`config.mk`:
```
export PLATFORM = sky130hd
export DESIGN_NAME = edge_detector
export DESIGN_NICKNAME = d
export VERILOG_FILES = /design/src/rtl/edge_detector.sv
export SDC_FILE = /design/constraint.sdc
export NUM_CORES = 1
export LEC_CHECK = 0
export BUFFER_PORTS_ARGS = -buffer_cell sky130_fd_sc_hd__buf_2
export CORE_ASPECT_RATIO = 0.6
export CORE_MARGIN = 4
export CORE_UTILIZATION = 34
export CTS_BUF_LIST = sky130_fd_sc_hd__clkbuf_16
export CTS_CLUSTER_SIZE = 14
export DETAILED_ROUTE_END_ITERATION = 7
export SLEW_MARGIN = 10
export SYNTH_ARGS = -nofsm -noshare
export SYNTH_HDL_FRONTEND = slang
export SYNTH_SLANG_ARGS = --single-unit
```
`constraint.sdc`:
```
create_clock -name clk -period 2.8 [get_ports clk]
set_input_delay 0.14 -clock clk [delete_from_list [all_inputs] [get_ports clk]]
set_output_delay 0.14 -clock clk [all_outputs]
set_load 0.005 [all_outputs]
```
`src/rtl/edge_detector.sv`:
```
// Edge-detector frame sequencer: 4-phase req/ack host handshake, drawing-engine
// init handshake, then a raster scan of IMG_WIDTH x IMG_HEIGHT pixel positions.
// Latency: INIT (>=1 cycle) + IMG_WIDTH*IMG_HEIGHT scan cycles; all outputs registered.

module edge_detector #(
  parameter int IMG_WIDTH  = 640,
  parameter int IMG_HEIGHT = 480
) (
  input  logic clk,
  input  logic rst,
  input  logic req,
  output logic ack,
  output logic busy,
  output logic intial_de_req,
  input  logic intial_de_ack
);

  // A 1-pixel dimension still needs a 1-bit counter to stay a legal vector.
  localparam int XW = (IMG_WIDTH  > 1) ? $clog2(IMG_WIDTH)  : 1;
  localparam int YW = (IMG_HEIGHT > 1) ? $clog2(IMG_HEIGHT) : 1;

  localparam logic [XW-1:0] X_LAST = XW'(IMG_WIDTH - 1);
  localparam logic [YW-1:0] Y_LAST = YW'(IMG_HEIGHT - 1);

  typedef enum logic [1:0] {
    IDLE = 2'd0,
    INIT = 2'd1,
    SCAN = 2'd2,
    DONE = 2'd3
  } state_t;

  state_t          r_state;
  logic [XW-1:0]   r_x;
  logic [YW-1:0]   r_y;
  logic            r_ack;
  logic            r_busy;
  logic            r_de_req;

  logic            w_x_last;
  logic            w_y_last;

  assign w_x_last = (r_x == X_LAST);
  assign w_y_last = (r_y == Y_LAST);

  assign ack           = r_ack;
  assign busy          = r_busy;
  assign intial_de_req = r_de_req;

  // Sequencer state, scan counters and registered outputs, updated together.
  always_ff @(posedge clk or posedge rst) begin
    if (rst) begin
      r_state  <= IDLE;
      r_x      <= '0;
      r_y      <= '0;
      r_ack    <= 1'b0;
      r_busy   <= 1'b0;
      r_de_req <= 1'b0;
    end else begin
      case (r_state)
        IDLE: begin
          // Only a req seen here starts work; a req still high from the
          // previous operation is absorbed by DONE, so no auto-restart.
          if (req) begin
            r_state  <= INIT;
            r_busy   <= 1'b1;
            r_de_req <= 1'b1;
          end
        end

        INIT: begin
          // Drawing-engine ack is a level; an already-high ack completes
          // the handshake on the first INIT edge.
          if (intial_de_ack) begin
            r_state  <= SCAN;
            r_de_req <= 1'b0;
            r_x      <= '0;
            r_y      <= '0;
          end
        end

        SCAN: begin
          // One pixel position per cycle, x fastest; req is not looked at,
          // so a host dropping req cannot abort the scan.
          if (w_x_last) begin
            r_x <= '0;
            if (w_y_last) begin
              r_y     <= '0;
              r_state <= DONE;
              r_busy  <= 1'b0;
              r_ack   <= 1'b1;
            end else begin
              r_y <= r_y + YW'(1);
            end
          end else begin
            r_x <= r_x + XW'(1);
          end
        end

        DONE: begin
          // Hold ack until the host releases req (at least one cycle).
          if (!req) begin
            r_state <= IDLE;
            r_ack   <= 1'b0;
          end
        end

        default: begin
          r_state  <= IDLE;
          r_ack    <= 1'b0;
          r_busy   <= 1'b0;
          r_de_req <= 1'b0;
        end
      endcase
    end
  end

endmodule

```
== After elaboration in Yosys (flattened, before gate mapping) ==
Index checks and enable logic that the tools add are counted.
Operators by class
  $add $sub $neg: 2
  equal/unequal tests: 10
  mux-type cells: 23
  reductions and logical operators: 11
Operators with widths (count)
  9-bit two-way mux: 3
  10-bit two-way mux: 2
  10-bit one-hot mux with 2 select lines: 1
  9-bit one-hot mux with 2 select lines: 1
  10-bit by 1-bit adder with 10-bit output, second input constant: 1
  10-bit == test, second input constant: 1
  2-bit two-way mux: 5
  2-bit inequality test, second input constant: 5
  9-bit by 1-bit adder with 9-bit output, second input constant: 1
  9-bit == test, second input constant: 1
  2-bit one-hot mux with 4 select lines: 1
  4-bit AND reduction: 2
  2-bit nonzero test: 4
  1-bit two-way mux: 7
  1-bit one-hot mux with 2 select lines: 3
  3-bit AND reduction: 2
  5-bit AND reduction: 1
  2-bit == test, second input constant: 2
  2-bit by 1-bit == test with 1-bit output, second input constant: 1
  2-bit logical NOT: 1
  2-bit AND reduction: 1
Storage, ports and cells
  flip-flop bits (word level): 24
  output and inout port bits: 3

== Longest topological paths before layout ==
  depth in word-level cells: 4
  gate-level depth with buffers: 7

== Least setup slack after synthesis ==
Ideal clock, no wire load.
  path type: register to register
  from: register r_state[1]
  to: register r_y[8]
  data arrival time: 1.998 ns
  setup slack: 0.715 ns
  stages on the path, launching flop included: 7
  path buffers: 0
  period minus slack after synthesis: 2.085 ns
  cell sequence: dfrtp_1 > inv_1 > ha_1 > mux2i_1 > o41a_1 > or4b_1 > a22oi_1
On the way
  cells in the longest elaborated chain, start to end: 3
  elaborated cells on any way between the ends: 7
  those cells by class: eq/ne: 4; mux: 1; reduce/logical: 2
RTL lines
  from (decl): line 32  | state_t r_state;
  from (signal assigned): line 52  | r_state <= IDLE;
  from (signal assigned): line 64  | r_state <= INIT;
  from (signal assigned): line 74  | r_state <= SCAN;
  2-bit == test or 2-bit by 1-bit == test with 1-bit output (tied branches): line 59  | case (r_state)
  2-bit inequality test (no source line) or 2-bit nonzero test (tied branches)
  3-bit AND reduction (no source line)
  to (signal assigned): line 92  | r_y <= r_y + YW'(1);
  to (decl): line 34  | logic [YW-1:0] r_y;
Several ways; a longest one is shown, not always the timed one.
A chain may end at the register's enable or synchronous reset.

== Worst setup path in the final report ==
Ends and elaborated chain as after synthesis.

==> results.py <==
metrics = {
    "power_and_ir_drop": {
        "power.density_nw_per_um2": 848,
        "max-vdd-ir-drop_uv": 432,
        "leakagePower_nw": 0.698,
    },
    "status": {
        "status": "completed",
    },
    "sta": {
        "setup_violations": 0,
        "fin_crit_ns": 2.33,
        "hold_viol": 0,
        "slew-limit-headroom_pct": 39.1,
        "worst_pin_slew_ns": 0.912,
        "layout_worst_path_cycle_share_pct": 83.1,
        "maxSlewViolCount": 0,
        "timing.fmax_mhz": 430,
        "fin_skew_ns": 0.00305,
        "rsz0062_at_grt": "false",
        "fin_setup_tns_ns": 0,
    },
    "finish": {
        "final_common_cell": "dfrtp_1",
        "drive_gt1_share_pct": 11.3,
        "final_cell_mix": "dfrtp_1 (24), nand2_1 (18), nand3_1 (9), o21ai_0 (9)",
        "fin_nets": 171,
        "area_growth_pct": 15.6,
        "final_core_util_pct": 42.6,
        "antennaDiodeCount": 0,
    },
    "route": {
        "antenna_left": 0,
        "drt-total-wl_mm": 3.15,
        "num_vias": 1166,
        "drt_iter0_drc": 48,
        "wire_per_inst_um": 15.3,
        "first_pass_iters": 4,
        "avgViaCountPerCell": 5.66,
        "drc": 0,
    },
    "clocking": {
        "cts_tree": "built",
        "clockRootBuffer": "clkbuf_16",
        "clkLatencyLatePin_ns": 0.26,
        "cts.htree.levels": 1,
        "numCtsBuffers": 3,
        "clock-sinks": 24,
        "postCtsSetupBuffers": 0,
        "hold_buffers": 0,
        "post_cts_resize_count": 0,
        "path_clk_slew_ns": 0.06,
        "cts_buffer_depth": 2,
    },
    "critical_path": {
        "r2r_setup_slack_ns": 0.47,
        "critPathCaptureType": "flip-flop",
        "reg2reg_depth": 6,
        "arrival_ns": 2.50,
        "cp_max_fo": 16,
        "path_class": "reg2reg",
        "reg2reg_to": "r_y[8]",
        "cp.required_ns": 2.98,
        "r2r-start": "r_state[1]",
        "cp-start-kind": "flip-flop",
    },
    "die": {
        "core_area_sq_um": 3810,
        "die_y_um": 57.8,
        "dieArea_sq_um": 5250,
        "io_pins": 7,
        "initial_core_util_pct": 36.8,
        "rows": 17,
        "die-width_um": 90.9,
    },
    "hold_path": {
        "hold_path.class": "in2async",
    },
    "placed_design": {
        "numPortBuffers": 6,
        "dp_hpwl_mm": 2.33,
        "gp_congestion": 0.765,
    },
    "grt": {
        "grt_pass1_vias": 1108,
        "antenna_found_initial": 0,
        "gr-usage-all-layers_pct": 12.4,
        "grt_max_degree": 25,
        "grt_pass1_wl_mm": 5.22,
        "gr-total-overflow": 0,
    },
    "yosys": {
        "synthArstFlopShare_pct": 100,
        "yosysWarnings": 0,
        "synth_edf_count": 0,
        "synthCells": 147,
        "synth_seq_cells": 24,
        "syn_nets": 158,
        "yosys_most_used_dff": "dfrtp_1",
        "seq_area_frac_synth_pct": 42.8,
        "avgSynthCellArea_sq_um": 9.54,
        "ys_types": 38,
        "netlist_area_sq_um": 1400,
    },
    "job": {
        "drv.max_cap_violation_count": 0,
    },
}
-- registers in the layout (all words and copies together) (netlist names) --
| name | count |
|---|---|
| ack | 1 |
| r_state | 2 |
| busy | 1 |
| r_x | 10 |
| intial_de_req | 1 |
| r_y | 9 |
-- per-stage QoR --
step                setup slack (ns)  std cells  total power [mW]  hold slack [ns]  instance area (sq um)
finish                         0.474        206              1.38           0.0767                   1620
global route                   0.305        206              1.46            0.172                   1620
CTS                            0.479        206              1.38            0.107                   1620
detailed placement             0.471        202             0.968            0.394                   1520
global placement               0.568        202             0.947            0.370                   1520
floorplan                      0.715        147             0.833            0.155                   1400
-- power breakdown --
group          total [mW]  leakage [nW]  internal [mW]  switching, mW
clock network       0.406        0.0511          0.284          0.122
registers           0.472         0.318          0.408         0.0647
logic               0.497         0.329          0.196          0.301
-- kinds of logic after synthesis --
group	share of synthesized area, %
AOI/OAI and AO/OA	18.3
DFF	42.8
adders and majority gates	6.24
muxes	2.23
xor gates and xnor gates	3.75
buffers and inverters	2.23
and+or+nand+nor	24.4
-- synthesized netlist by cell type (2+ instances only) --
library cell | instances | area (sq um)
a21oi_1 | 5 | 25.0
a22oi_1 | 7 | 52.6
and3_1 | 2 | 12.5
clkbuf_1 | 2 | 7.51
dfrtp_1 | 24 | 601
ha_1 | 7 | 87.6
inv_1 | 5 | 18.8
mux2i_1 | 2 | 20.0
nand2_1 | 18 | 67.6
nand2b_1 | 3 | 18.8
nand3_1 | 9 | 45.0
nand3b_1 | 3 | 22.5
nand4_1 | 2 | 12.5
nor2_1 | 7 | 26.3
nor2b_1 | 2 | 12.5
nor3_1 | 5 | 25.0
nor4_1 | 2 | 12.5
o21ai_0 | 9 | 45.0
o31ai_1 | 4 | 30.0
or3_1 | 6 | 37.5
or4_1 | 2 | 15.0
xnor2_1 | 5 | 43.8
-- cell type report --
cell class              count  area (sq um)
multi-input cells         115           771
inverters                   5          18.8
clock inverters             1          30.0
flip-flops and latches     24           601
repair buffers             11          67.6
clock buffers               3          75.1
fillers                   368          2190
well taps                  47          58.8
-- worst max-delay path: stages (launching register included) --
cell and delay, ns:
dfrtp_1 0.42, inv_1 0.10, ha_1 0.25, mux2i_1 0.16, o41a_1 0.61, or4b_1 0.55, a22oi_1 0.16
-- worst max-delay path by stage --
stage / startpoint / end / slack, ns / cells after the start
2_1_floorplan: r_state[1] / r_y[8] / 0.71 / 6
6_report: r_state[1] / r_y[8] / 0.47 / 6
5_1_grt: r_state[1] / r_y[7] / 0.31 / 6
4_1_cts: r_state[1] / r_y[8] / 0.48 / 6
3_3_place_gp: r_state[1] / r_y[8] / 0.57 / 6
3_5_place_dp: r_state[1] / r_y[8] / 0.47 / 6
-- metal layers --
metal	GRT usage, %	routed length (um)
met5	0	0
met1	18.2	1630
met3	3.24	152
met4	3.65	30
met2	17.9	1340
(Power assumes the default switching activity.)
